**config.mk**
```make
export PLATFORM = sky130hd
export DESIGN_NAME = voice_allocator_flat
export DESIGN_NICKNAME = d
export VERILOG_FILES = /design/src/rtl/voice_allocator_if.sv /design/src/rtl/voice_allocator.sv /design/src/flat_wrapper.sv
export SDC_FILE = /design/constraint.sdc
export NUM_CORES = 1
export LEC_CHECK = 0
export CORE_MARGIN = 2
export CORE_UTILIZATION = 46
export CTS_BUF_LIST = sky130_fd_sc_hd__clkbuf_16
export DETAILED_ROUTE_END_ITERATION = 8
export PLACE_DENSITY_LB_ADDON = 0.2
export SLEW_MARGIN = 20
export SYNTH_ARGS = -nofsm -noshare
export SYNTH_HDL_FRONTEND = slang
export SYNTH_SLANG_ARGS = --single-unit
```
**constraint.sdc**
```tcl
create_clock -name clk -period 1.85 [get_ports clk]
set_input_delay 0.37 -clock clk [delete_from_list [all_inputs] [get_ports clk]]
set_output_delay 0.37 -clock clk [all_outputs]
set_load 0.01 [all_outputs]
```
**src/rtl/voice_allocator_if.sv**
```systemverilog
// Note-event handshake between the song/note source and the voice allocator.
// The source drives the note and its duration. The allocator answers with
// note_ready when it can take the event.
interface voice_allocator_if #(
   parameter int DUR_W = 6
) ();

   logic             note_valid;
   logic             note_ready;
   logic [5:0]       note_in;
   logic [DUR_W-1:0] dur_in;

   modport master (
      output note_valid,
      output note_in,
      output dur_in,
      input  note_ready
   );

   modport slave (
      input  note_valid,
      input  note_in,
      input  dur_in,
      output note_ready
   );

endinterface

```
**src/rtl/voice_allocator.sv**
```systemverilog
// Voice allocator: places incoming note events on the lowest free voice,
// latches the note for that voice, and strobes its load for one cycle.
// It counts each voice's duration down on play-enabled beats and releases
// the voice when the count expires. A note is back-pressured while every
// voice is busy or a flush is in progress.
module voice_allocator #(
   parameter int NUM_VOICES = 3,
   parameter int DUR_W      = 6
) (
   input  logic                    clk,
   input  logic                    reset,
   input  logic                    play,
   input  logic                    flush,
   input  logic                    beat,
   voice_allocator_if.slave        note_bus,
   output logic [6*NUM_VOICES-1:0] voice_note,
   output logic [NUM_VOICES-1:0]   voice_load,
   output logic [NUM_VOICES-1:0]   voice_enable,
   output logic [NUM_VOICES-1:0]   busy,
   output logic                    note_done
);

   logic [DUR_W-1:0]        cnt      [NUM_VOICES];
   logic [DUR_W-1:0]        cnt_nxt  [NUM_VOICES];
   logic [NUM_VOICES-1:0]   busy_nxt;
   logic [6*NUM_VOICES-1:0] note_nxt;
   logic [NUM_VOICES-1:0]   free_sel;
   logic [NUM_VOICES-1:0]   load_mask;
   logic [NUM_VOICES-1:0]   expire;
   logic                    found_free;
   logic                    accept;
   logic                    alloc;
   logic                    tick;

   // Ready depends only on registered busy and flush. A voice freed on an
   // edge is therefore not offered until the following cycle.
   assign note_bus.note_ready = ~flush & ~(&busy);
   assign accept = note_bus.note_valid & note_bus.note_ready;
   assign alloc  = accept & (|note_bus.note_in) & (|note_bus.dur_in);
   assign tick   = beat & play;

   // Pick the lowest-index voice that is currently free.
   always_comb begin
      free_sel   = '0;
      found_free = 1'b0;
      for (int i = 0; i < NUM_VOICES; i++) begin
         if (!busy[i] && !found_free) begin
            free_sel[i] = 1'b1;
            found_free  = 1'b1;
         end
      end
   end

   assign load_mask = alloc ? free_sel : '0;

   // Next-state for every voice. Flush wins, then a new allocation, then the
   // beat countdown. A freshly loaded voice is never decremented on its load edge.
   always_comb begin
      busy_nxt = busy;
      cnt_nxt  = cnt;
      note_nxt = voice_note;
      expire   = '0;
      if (flush) begin
         busy_nxt = '0;
         for (int i = 0; i < NUM_VOICES; i++) begin
            cnt_nxt[i] = '0;
         end
      end else begin
         for (int i = 0; i < NUM_VOICES; i++) begin
            if (load_mask[i]) begin
               busy_nxt[i]       = 1'b1;
               cnt_nxt[i]        = note_bus.dur_in;
               note_nxt[6*i +: 6] = note_bus.note_in;
            end else if (tick && busy[i]) begin
               if (cnt[i] == DUR_W'(1)) begin
                  busy_nxt[i] = 1'b0;
                  cnt_nxt[i]  = '0;
                  expire[i]   = 1'b1;
               end else begin
                  cnt_nxt[i] = cnt[i] - DUR_W'(1);
               end
            end
         end
      end
   end

   // Register voice state and the one-cycle strobes.
   always_ff @(posedge clk or negedge reset) begin
      if (!reset) begin
         busy         <= '0;
         voice_note   <= '0;
         voice_load   <= '0;
         voice_enable <= '0;
         note_done    <= 1'b0;
         for (int i = 0; i < NUM_VOICES; i++) begin
            cnt[i] <= '0;
         end
      end else begin
         busy         <= busy_nxt;
         voice_note   <= note_nxt;
         voice_load   <= load_mask;
         voice_enable <= busy & {NUM_VOICES{play}};
         note_done    <= |expire;
         for (int i = 0; i < NUM_VOICES; i++) begin
            cnt[i] <= cnt_nxt[i];
         end
      end
   end

endmodule

```
**src/flat_wrapper.sv**
```systemverilog
// flat-port wrapper written by rule: the top's interface ports become plain ports
module voice_allocator_flat 
#(
   parameter int NUM_VOICES = 3,
   parameter int DUR_W      = 6
)
  (clk, reset, play, flush, beat, voice_note, voice_load, voice_enable, busy, note_done, note_bus_note_valid, note_bus_note_in, note_bus_dur_in, note_bus_note_ready);
  voice_allocator_if #(.DUR_W(DUR_W)) note_bus_i ();
  input  logic clk;
  input  logic reset;
  input  logic play;
  input  logic flush;
  input  logic beat;
  output logic [6*NUM_VOICES-1:0] voice_note;
  output logic [NUM_VOICES-1:0] voice_load;
  output logic [NUM_VOICES-1:0] voice_enable;
  output logic [NUM_VOICES-1:0] busy;
  output logic note_done;
  input wire logic [$bits(note_bus_i.note_valid)-1:0] note_bus_note_valid;
  input wire logic [$bits(note_bus_i.note_in)-1:0] note_bus_note_in;
  input wire logic [$bits(note_bus_i.dur_in)-1:0] note_bus_dur_in;
  output wire logic [$bits(note_bus_i.note_ready)-1:0] note_bus_note_ready;
  assign note_bus_i.note_valid = note_bus_note_valid;
  assign note_bus_i.note_in = note_bus_note_in;
  assign note_bus_i.dur_in = note_bus_dur_in;
  assign note_bus_note_ready = note_bus_i.note_ready;
  voice_allocator #(.NUM_VOICES(NUM_VOICES), .DUR_W(DUR_W)) u_core (.clk(clk), .reset(reset), .play(play), .flush(flush), .beat(beat), .note_bus(note_bus_i), .voice_note(voice_note), .voice_load(voice_load), .voice_enable(voice_enable), .busy(busy), .note_done(note_done));
endmodule
```
==> results of run 1 <==
## kinds of logic after synthesis
kind of cell / count (synthesis) / share of synthesized area, %
AOI/OAI and AO/OA: 42 / 11.57
adders and majority gates: 6 / 3.214
buffers and inverters: 20 / 5.303
DFF: 46 / 49.28
muxes: 9 / 4.178
and+or+nand+nor: 117 / 26.46
## per-layer routing
| layer | share of wire, % | up-vias | track usage, % |
|---|---|---|---|
| li1 | - | 1012 | - |
| met5 | 0 | - | 0 |
| met2 | 47 | 51 | 36.65 |
| met1 | 47 | 969 | 30.15 |
| met3 | 5.4 | 5 | 5.355 |
| met4 | 1.0 | 0 | 6.433 |
## registers in the layout, summed over array words and instances, names as in the netlist
name / count
u_core.voice_note: 18
u_core.voice_load: 3
u_core.cnt: 18
u_core.voice_enable: 3
u_core.note_done: 1
u_core.busy: 3
## what timing repair did
item	4_1_cts	5_1_grt
buffers inserted	0	2
hold endpoints to repair	0	0
gates resized for setup	7	7
endpoints found under the setup margin	6	14
pin swaps	0	4
## per-stage QoR
| step | instances | power (W) | setup slack (ns) | utilization, % |
|---|---|---|---|---|
| 2_1_floorplan | 240 | 0.001486 | 0.1148 | - |
| 3_3_place_gp | 383 | 0.001841 | -0.3230 | 64.83 |
| 3_5_place_dp | 383 | 0.001846 | -0.3681 | 64.83 |
| 4_1_cts | 391 | 0.002885 | 0.02045 | 68.31 |
| 5_1_grt | 393 | 0.003011 | -0.003477 | 69.45 |
| 6_report | 393 | 0.002882 | 0.06986 | 69.45 |
## worst paths after layout
check	cells after the start	slack [ns]	endpoint
hold reg to reg	2	0.47	u_core.voice_note[7]
setup reg to reg	7	0.10	u_core.cnt[16]
setup / recovery	7	0.07	u_core.cnt[2]
min in group clk	2	0.47	u_core.voice_note[7]
max in group asynchronous	2	1.57	u_core.busy[2]
hold / removal	2	0.05	u_core.cnt[16]
## where the power goes
part / switching, W / internal [W] / total (W)
Combinational: 0.000272 / 0.000362 / 0.000634
Clock: 0.000399 / 0.000640 / 0.00104
Sequential: 0.0000839 / 0.00113 / 0.00121
## area by class of cell
| class | instances | area [µm²] |
|---|---|---|
| timing repair buffer | 87 | 795.8 |
| clock inverter | 3 | 43.79 |
| multi-input combinational | 174 | 1101 |
| inverter | 11 | 41.29 |
| fill | 412 | 1471 |
| sequential | 46 | 1155 |
| tap | 67 | 83.83 |
| clock buffer | 5 | 125.1 |
## worst register-to-register path: stages (launching register included)
cell and delay (ns):
dfrtp_1 0.43, inv_1 0.08, ha_1 0.14, nand4_1 0.13, or3_2 0.47, nor3_2 0.11, a21oi_1 0.06, a211oi_1 0.24
## cell usage in the layout, fill, tap and decap left out, types with 3 or more instances in the layout
cell | netlist | layout
nand4_1 | 4 | 4
a21oi_1 | 18 | 18
and2_1 | 3 | 3
nor3_2 | 3 | 4
dfrtp_2 | 0 | 3
buf_12 | 0 | 3
nor2_1 | 20 | 20
nor3_1 | 10 | 9
or3_1 | 3 | 3
a211oi_1 | 13 | 12
dlygate4sd2_1 | 0 | 4
mux2_2 | 6 | 6
clkdlybuf4s50_1 | 0 | 41
ha_1 | 6 | 6
inv_1 | 10 | 10
nand2_1 | 50 | 49
dfrtp_1 | 46 | 43
nand3_1 | 3 | 3
buf_4 | 1 | 38
mux2i_1 | 3 | 3
clkbuf_16 | 0 | 5
o21ai_0 | 3 | 3
==> metrics.md, run 1 <==
| Metric | Value |
|---|---|
| CTS Buf Count | `5` |
| Vias in the first global route | `1947` |
| Area growth syn-to-layout | `43.22%` |
| Worst R2R Start | `u_core.cnt[12]` |
| GR Overflow Total | `0` |
| Die Footprint | `5664 µm²` |
| Final Hold Viols | `0` |
| Layout Nets | `349` |
| Cts hold-fix bufs | `0` |
| Crit path DAT | `1.95 ns` |
| Fmax | `0.5618 GHz` |
| Avg Inst Size Synth | `9.733 µm²` |
| FFs w/ async S/R, synth | `100.0%` |
| Antenna diodes | `0` |
| Area leader, netlist | `dfrtp_1` |
| I/O Pins | `47` |
| WP buf/inv | `2` |
| Routability Congestion | `0.8223` |
| Number of flops mapped to enable cells by yosys | `0` |
| Slew HR | `77.00%` |
| Leak pwr | `1.529 nW` |
| Final min period | `1.780 ns` |
| Power density cells | `861.4 nW/µm²` |
| Total GRT Usage | `22.48%` |
| Reg clk slew, reported paths | `0.07 ns` |
| WP data required | `2.02 ns` |
| First-pass detailed-route iteration total | `4` |
| Proportion of layout cells with a drive suffix above 1 | `24.85%` |
| First-pass GRT wire length | `9453 µm` |
| Drt first-iter violations | `114` |
| Total detailed-routing wirelength | `5820 µm` |
| Max Slew Vio Count | `0` |
| Final Setup Violations | `0` |
| Hold Path Class | `in2async` |
| Mapped Cells | `240` |
| DRC Markers | `0` |
| Clock Sink Count | `46` |
| Crit-path slowest cell | `clkdlybuf4s50_1` |
| Post-synth top cells | `nand2_1, dfrtp_1, nor2_1` |
| Die Ht | `75.26 µm` |
| Worst-Margin Slew | `0.3403 ns` |
| Final non-filler cell area | `3346 µm²` |
| Worst Setup SP | `note_bus_dur_in[2]` |
| Top-count cell post-synth | `nand2_1` |
| Vias | `2037` |
| Largest net degree at the start of global routing | `47` |
| Initial antenna violation count | `0` |
| Port bufs | `46` |
| Sequential area share after synthesis | `49.28%` |
| Setup CP Type | `in2reg` |
| DPL Wire Length | `4128 µm` |
| CTS tree | `done` |
| CP Capture Type | `flip-flop` |
| Synth cell types | `44` |
| Clock Skews | `0.007770 ns` |
| Maximum VDD drop | `0.0005499 V` |
| Yosys Warn Count | `0` |
| Outcome | `finished, final reports clean` |
| Setup TNS | `0 ns` |
| Starting Density | `48.49%` |
| Die W | `75.26 µm` |
| Cell family with most CP delay | `simple AND/OR/NAND/NOR gates` |
| Synth Cell Area | `2336 µm²` |
| Fin crit share | `96.22%` |
| Max cap viols | `0` |
| Later-pin clock latency in the skew report | `0.29 ns` |
| Syn Nets | `264` |
| WHS | `0.05354 ns` |
| Crit-path max FO | `6` |
| Primary FF master, synth | `dfrtp_1` |
| Post-synthesis register bit count | `46` |
| Synth top area share | `49.28%` |
| CP Cell Sequence | `clkdlybuf4s50_1 > nor4_2 > nand2_1 > nand4_1 > inv_1 > a211oi_1 > nor3_1` |
| Core area | `4817 µm²` |
| Cell row count | `25` |
| Slowest stage delay, CP | `0.46 ns` |
| Number of vias per cell | `5.183` |
| Avg WL per Cell | `14.81 µm` |
| Clock buffer depth | `2` |
| Unrepaired setup endpoints after global routing | `true` |
| Clk root buf | `clkbuf_16` |
| H-tree Lvls | `2` |
| Crit path launch type | `input pin` |
| Area after DPL | `3123 µm²` |
| DRT antenna net count | `0` |
| Top cells by area, synth | `dfrtp_1, nand2_1, a211oi_1, a21oi_1, ha_1` |
Note: power is estimated with default switching activity, not from simulation.
==> inputs of run 2 (changes only) <==
Settings changed: CORE_MARGIN 2 to not set, TNS_END_PERCENT set to 50.
==> metrics.md, run 2 (synthesis results as in run 1) <==
| Metric | Value |
|---|---|
| Power density cells | `822.8 nW/µm²` |
| Crit path launch type | `input pin` |
| Top flop regs | `u_core.cnt (18), u_core.voice_note (18)` |
| Crit-path max FO | `10` |
| Hold Path Class | `in2async` |
| Clock Sink Count | `46` |
| H-tree Lvls | `2` |
| First-pass detailed-route iteration total | `4` |
| Most frequent cells in the layout | `nand2_1, dfrtp_1, clkdlybuf4s50_1` |
| Layout Nets | `347` |
| Fin util | `68.65%` |
| Fmax | `0.5585 GHz` |
| Vias | `2079` |
| Max Slew Vio Count | `0` |
| Crit path DAT | `1.99 ns` |
| Routability Congestion | `0.8633` |
| Slew HR | `61.59%` |
| GR Overflow Total | `0` |
| I/O Pins | `47` |
| CTS Buf Count | `5` |
| Crit-path slowest cell | `or4_4` |
| Fillcell total | `414` |
| Worst-Margin Slew | `0.5762 ns` |
| Clock buffer depth | `2` |
| Leak pwr | `1.514 nW` |
| Avg WL per Cell | `14.54 µm` |
| CTS tree | `done` |
| DRC Markers | `0` |
| Number of vias per cell | `5.317` |
| Final Setup Violations | `0` |
| CP Capture Type | `flip-flop` |
| Cell row count | `25` |
| Fin crit share | `96.78%` |
| Post-route setup slack | `0.05955 ns` |
| Die Ht | `73.26 µm` |
| Clock Skews | `0.003318 ns` |
| Outcome | `finished, final reports clean` |
| Setup CP Type | `in2reg` |
| Final Hold Viols | `0` |
| Commonest non-fill, non-tap cell in the layout | `nand2_1` |
| Drt first-iter violations | `116` |
| Slowest stage delay, CP | `0.50 ns` |
| Clk root buf | `clkbuf_16` |
| Max cap viols | `0` |
| Die Footprint | `5367 µm²` |
| Largest net degree at the start of global routing | `47` |
| Total detailed-routing wirelength | `5686 µm` |
| Reg clk slew, reported paths | `0.06 ns` |
| CP Cell Sequence | `clkdlybuf4s50_1 > buf_6 > nand3_2 > or4_4 > nor3_2 > a21oi_1 > a211oi_1` |
| Cts hold-fix bufs | `0` |
| Die W | `73.26 µm` |
| Final min period | `1.790 ns` |
| Worst reg2reg path depth | `5` |
| Proportion of layout cells with a drive suffix above 1 | `25.00%` |
| Core area | `4817 µm²` |
| Vias in the first global route | `1932` |
| Maximum VDD drop | `0.0006523 V` |
| Pre-CTS setup slack | `-0.2850 ns` |
| Initial antenna violation count | `0` |
| Total GRT Usage | `23.16%` |
| Later-pin clock latency in the skew report | `0.29 ns` |
| Starting Density | `48.49%` |
| DRT antenna net count | `0` |
| First-pass GRT wire length | `9170 µm` |
| WHS | `0.1580 ns` |
| DPL Wire Length | `4066 µm` |
| Area growth syn-to-layout | `41.56%` |
| Antenna diodes | `0` |
| Port bufs | `46` |
| WP data required | `2.05 ns` |
==> run 2: critical path, delay by kind of cell <==
| kind | cells | cell delay (ns) |
|---|---|---|
| compound gates | 2 | 0.28 |
| simple gates | 3 | 0.70 |
| buf+inv | 2 | 0.62 |
==> run 2: where the power goes <==
part	leakage, nW	internal [W]	switching [W]
clock	0.0679	0.000500	0.000377
sequential	0.606	0.00113	0.0000891
combinational	0.840	0.000358	0.000270
total	1.51	0.00198	0.000736
==> run 2: routing by layer <==
metal  wire (µm)  share of wire (%)  global-route usage [%]  vias up
li1            -                  -                       -     1011
met1        2501                 44                   30.89     1002
met2        2774                 49                   36.63       59
met3         345                6.1                   6.173        7
met4          63                1.1                   7.843        0
met5           0                  0                       0        -
==> run 2: path summary, 6_finish.rpt <==
kind | endpoint | slack (ns) | startpoint
setup / recovery | u_core.cnt[11] | 0.06 | play
hold / removal | u_core.cnt[17] | 0.16 | reset
setup reg to reg | u_core.cnt[17] | 0.08 | u_core.cnt[15]
hold reg to reg | u_core.voice_note[10] | 0.48 | u_core.voice_note[10]
max in group asynchronous | u_core.busy[1] | 1.27 | reset
min in group clk | u_core.voice_note[10] | 0.48 | u_core.voice_note[10]
==> run 2: what timing repair did <==
action,4_1_cts,5_1_grt
buffers inserted,0,1
gates resized for setup,4,14
gates cloned,0,0
endpoints found under the setup margin,1,32
pin swaps,0,4
==> run 2: stage by stage <==
step | TNS [ns] | power (W) | instance area (µm²) | instances
2_1_floorplan | 0 | 0.001486 | 2336 | 240
3_3_place_gp | -6.450 | 0.001834 | 3090 | 382
3_5_place_dp | -7.214 | 0.001842 | 3090 | 382
4_1_cts | 0 | 0.002735 | 3238 | 390
5_1_grt | -1.154 | 0.002855 | 3307 | 391
6_report | 0 | 0.002721 | 3307 | 391
==> run 2: final cells by class <==
cell class                 count  area (µm²)  area share, %
clock buffer                   5       125.1          3.784
timing repair buffer          85       772.0          23.34
inverter                      11       41.29          1.249
multi-input combinational    174        1110          33.56
sequential                    46        1155          34.92
clock inverter                 3       20.02         0.6054
tap                           67       83.83          2.535
==> inputs of run 3 (changes only) <==
Settings changed: ABC_AREA set to 1, CORE_UTILIZATION 46 to 48, CTS_CLUSTER_SIZE set to 16, RECOVER_POWER set to 100.
==> metrics.md, run 3 <==
| Metric | Value |
|---|---|
| Proportion of layout cells with a drive suffix above 1 | `14.19%` |
| Routability Congestion | `0.8585` |
| Syn Nets | `383` |
| Clock buffer depth | `2` |
| Worst Setup SP | `u_core.busy[1]` |
| Worst-Margin Slew | `1.199 ns` |
| Crit path DAT | `1.34 ns` |
| Post-synthesis register bit count | `46` |
| FFs w/ async S/R, synth | `100.0%` |
| Primary FF master, synth | `dfrtp_1` |
| Drt first-iter violations | `174` |
| Most frequent cells in the layout | `nand2_1, inv_1, dfrtp_1` |
| WHS | `0.3071 ns` |
| CP Capture Type | `output port` |
| Final Setup Violations | `0` |
| Starting Density | `51.41%` |
| Die Footprint | `5913 µm²` |
| Maximum VDD drop | `0.0006921 V` |
| Max cap viols | `0` |
| Cts hold-fix bufs | `0` |
| Power density cells | `876.4 nW/µm²` |
| Total detailed-routing wirelength | `6295 µm` |
| Synth Cell Area | `2693 µm²` |
| Number of flops mapped to enable cells by yosys | `0` |
| Worst R2R Start | `u_core.busy[1]` |
| DRT antenna net count | `0` |
| Max layer used | `met4` |
| Mapped Cells | `359` |
| Crit-path max FO | `4` |
| CTS tree | `done` |
| DRC Markers | `0` |
| Port bufs | `46` |
| Share of total power in the clock network | `32.3%` |
| Slew HR | `20.10%` |
| Number of vias per cell | `4.964` |
| Combinational group share of total power | `28.3%` |
| Sequential area share after synthesis | `42.75%` |
| Layout Nets | `460` |
| H-tree Lvls | `2` |
| Flop-to-flop setup slack | `0.21 ns` |
| Max Slew Vio Count | `0` |
| Crit path launch type | `flip-flop` |
| Antenna diodes | `0` |
| Fin crit share | `92.24%` |
| Top cells by area, synth | `dfrtp_1, nand2_1, inv_1, nand3_1, o21ai_2` |
| Top flop regs | `u_core.cnt (18), u_core.voice_note (18)` |
| RR Endpoint | `u_core.voice_note[10]` |
| Largest net degree at the start of global routing | `27` |
| Reg clk slew, reported paths | `0.06 ns` |
| WP data required | `1.48 ns` |
| Total power draw | `0.003123 W` |
| Cell row count | `26` |
| Post-synth top cells | `nand2_1, inv_1, dfrtp_1` |
| WL met3 | `284 µm` |
| Final min period | `1.706 ns` |
| Avg Inst Size Synth | `7.500 µm²` |
| GR Overflow Total | `0` |
| First-pass GRT wire length | `11040 µm` |
| DPL Wire Length | `4679 µm` |
| Hold Path Class | `in2async` |
| Initial antenna violation count | `0` |
| Vias | `2517` |
| Vias in the first global route | `2422` |
| First-pass detailed-route iteration total | `5` |
| Leak pwr | `1.946 nW` |
| Fin util | `68.04%` |
| Area growth syn-to-layout | `32.34%` |
| Later-pin clock latency in the skew report | `0.28 ns` |
| Setup CP Type | `reg2out` |
| Switch Pwr | `0.0009315 W` |
| Fillcell total | `450` |
| Flop pwr share | `39.4%` |
| CTS Buf Count | `5` |
| Clock Sink Count | `46` |
| Area leader, netlist | `dfrtp_1` |
| I/O Pins | `47` |
| Worst reg2reg path depth | `7` |
| Fmax | `0.5860 GHz` |
| Die Ht | `76.90 µm` |
| Unrepaired setup endpoints after global routing | `false` |
| Routed met2 length | `2950 µm` |
| Internal power | `0.002191 W` |
| Top-count cell post-synth | `nand2_1` |
| Sw Ratio | `29.83%` |
| Synth cell types | `28` |
| Avg WL per Cell | `12.42 µm` |
| Commonest non-fill, non-tap cell in the layout | `nand2_1` |
| Clk root buf | `clkbuf_16` |
| Outcome | `finished, final reports clean` |
| Core area | `5238 µm²` |
| Die W | `76.90 µm` |
| DRT met1 WL | `3012 µm` |
| Total GRT Usage | `23.17%` |
| Final Hold Viols | `0` |
| Clock Skews | `0.003322 ns` |
| Yosys Warn Count | `0` |
| Synth top area share | `42.75%` |
-- run 3: logic make-up after synthesis --
group                    after synthesis  synth area share (%)
adder cells (fa/ha/maj)                6                 2.788
buffers and inverters                 62                 9.991
XOR/XNOR                               2                0.6507
flip-flops                            46                 42.75
AO/OA/AOI/OAI                         30                 8.318
AND/OR/NAND/NOR                      213                 35.50
-- run 3: stage by stage --
step | TNS (ns) | cell area [µm²] | setup WS (ns) | cells
finish | 0 | 3563 | 0.1436 | 507
global route | 0 | 3563 | 0.06532 | 507
CTS | 0 | 3627 | 0.02594 | 507
detailed placement | -1.088 | 3441 | -0.09994 | 497
global placement | -0.5474 | 3441 | -0.09752 | 497
floorplan | 0 | 2693 | 0.3726 | 359
-- run 3: final cells by class --
type	count	area [µm²]	area share (%)
multi-input combinational	251	1246	34.97
sequential	46	1154	32.37
timing repair buffer	77	704.4	19.77
inverter	55	206.4	5.794
clock buffer	5	125.1	3.511
tap	70	87.58	2.458
clock inverter	3	40.04	1.124
-- run 3: repair_timing --
| item | in CTS | in global routing |
|---|---|---|
| buffers inserted | 2 | 0 |
| resized for setup | 4 | 1 |
| endpoints found under the setup margin | 1 | 1 |
-- run 3: how the worst max path moves through the flow --
stage                                 endpoint  cells past startpoint
after floorplan           u_core.voice_note[2]                      8
after global placement     note_bus_note_ready                      5
after detailed placement   note_bus_note_ready                      5
after CTS                  note_bus_note_ready                      4
after global routing             u_core.cnt[3]                      9
final                                  busy[1]                      2
-- run 3: layer usage --
metal | up-vias | global-route usage [%]
met1 | 1175 | 31.86
met4 | 0 | 5.962
met2 | 55 | 36.88
li1 | 1280 | -
met5 | - | 0
met3 | 7 | 5.000
-- run 3: power by group through the flow --
stage,Sequential (W),Combinational (W),Clock [W]
3_5_place_dp,0.00125,0.000940,0
5_1_grt,0.00125,0.000991,0.00106
3_3_place_gp,0.00125,0.000918,0
2_1_floorplan,0.00130,0.000457,0
4_1_cts,0.00124,0.000959,0.00103
6_report,0.00123,0.000883,0.00101
-- run 3: worst max-delay path: stages, from the launching register on --
cell and delay (ns):
dfrtp_2 0.37, buf_4 0.14, clkdlybuf4s50_1 0.54
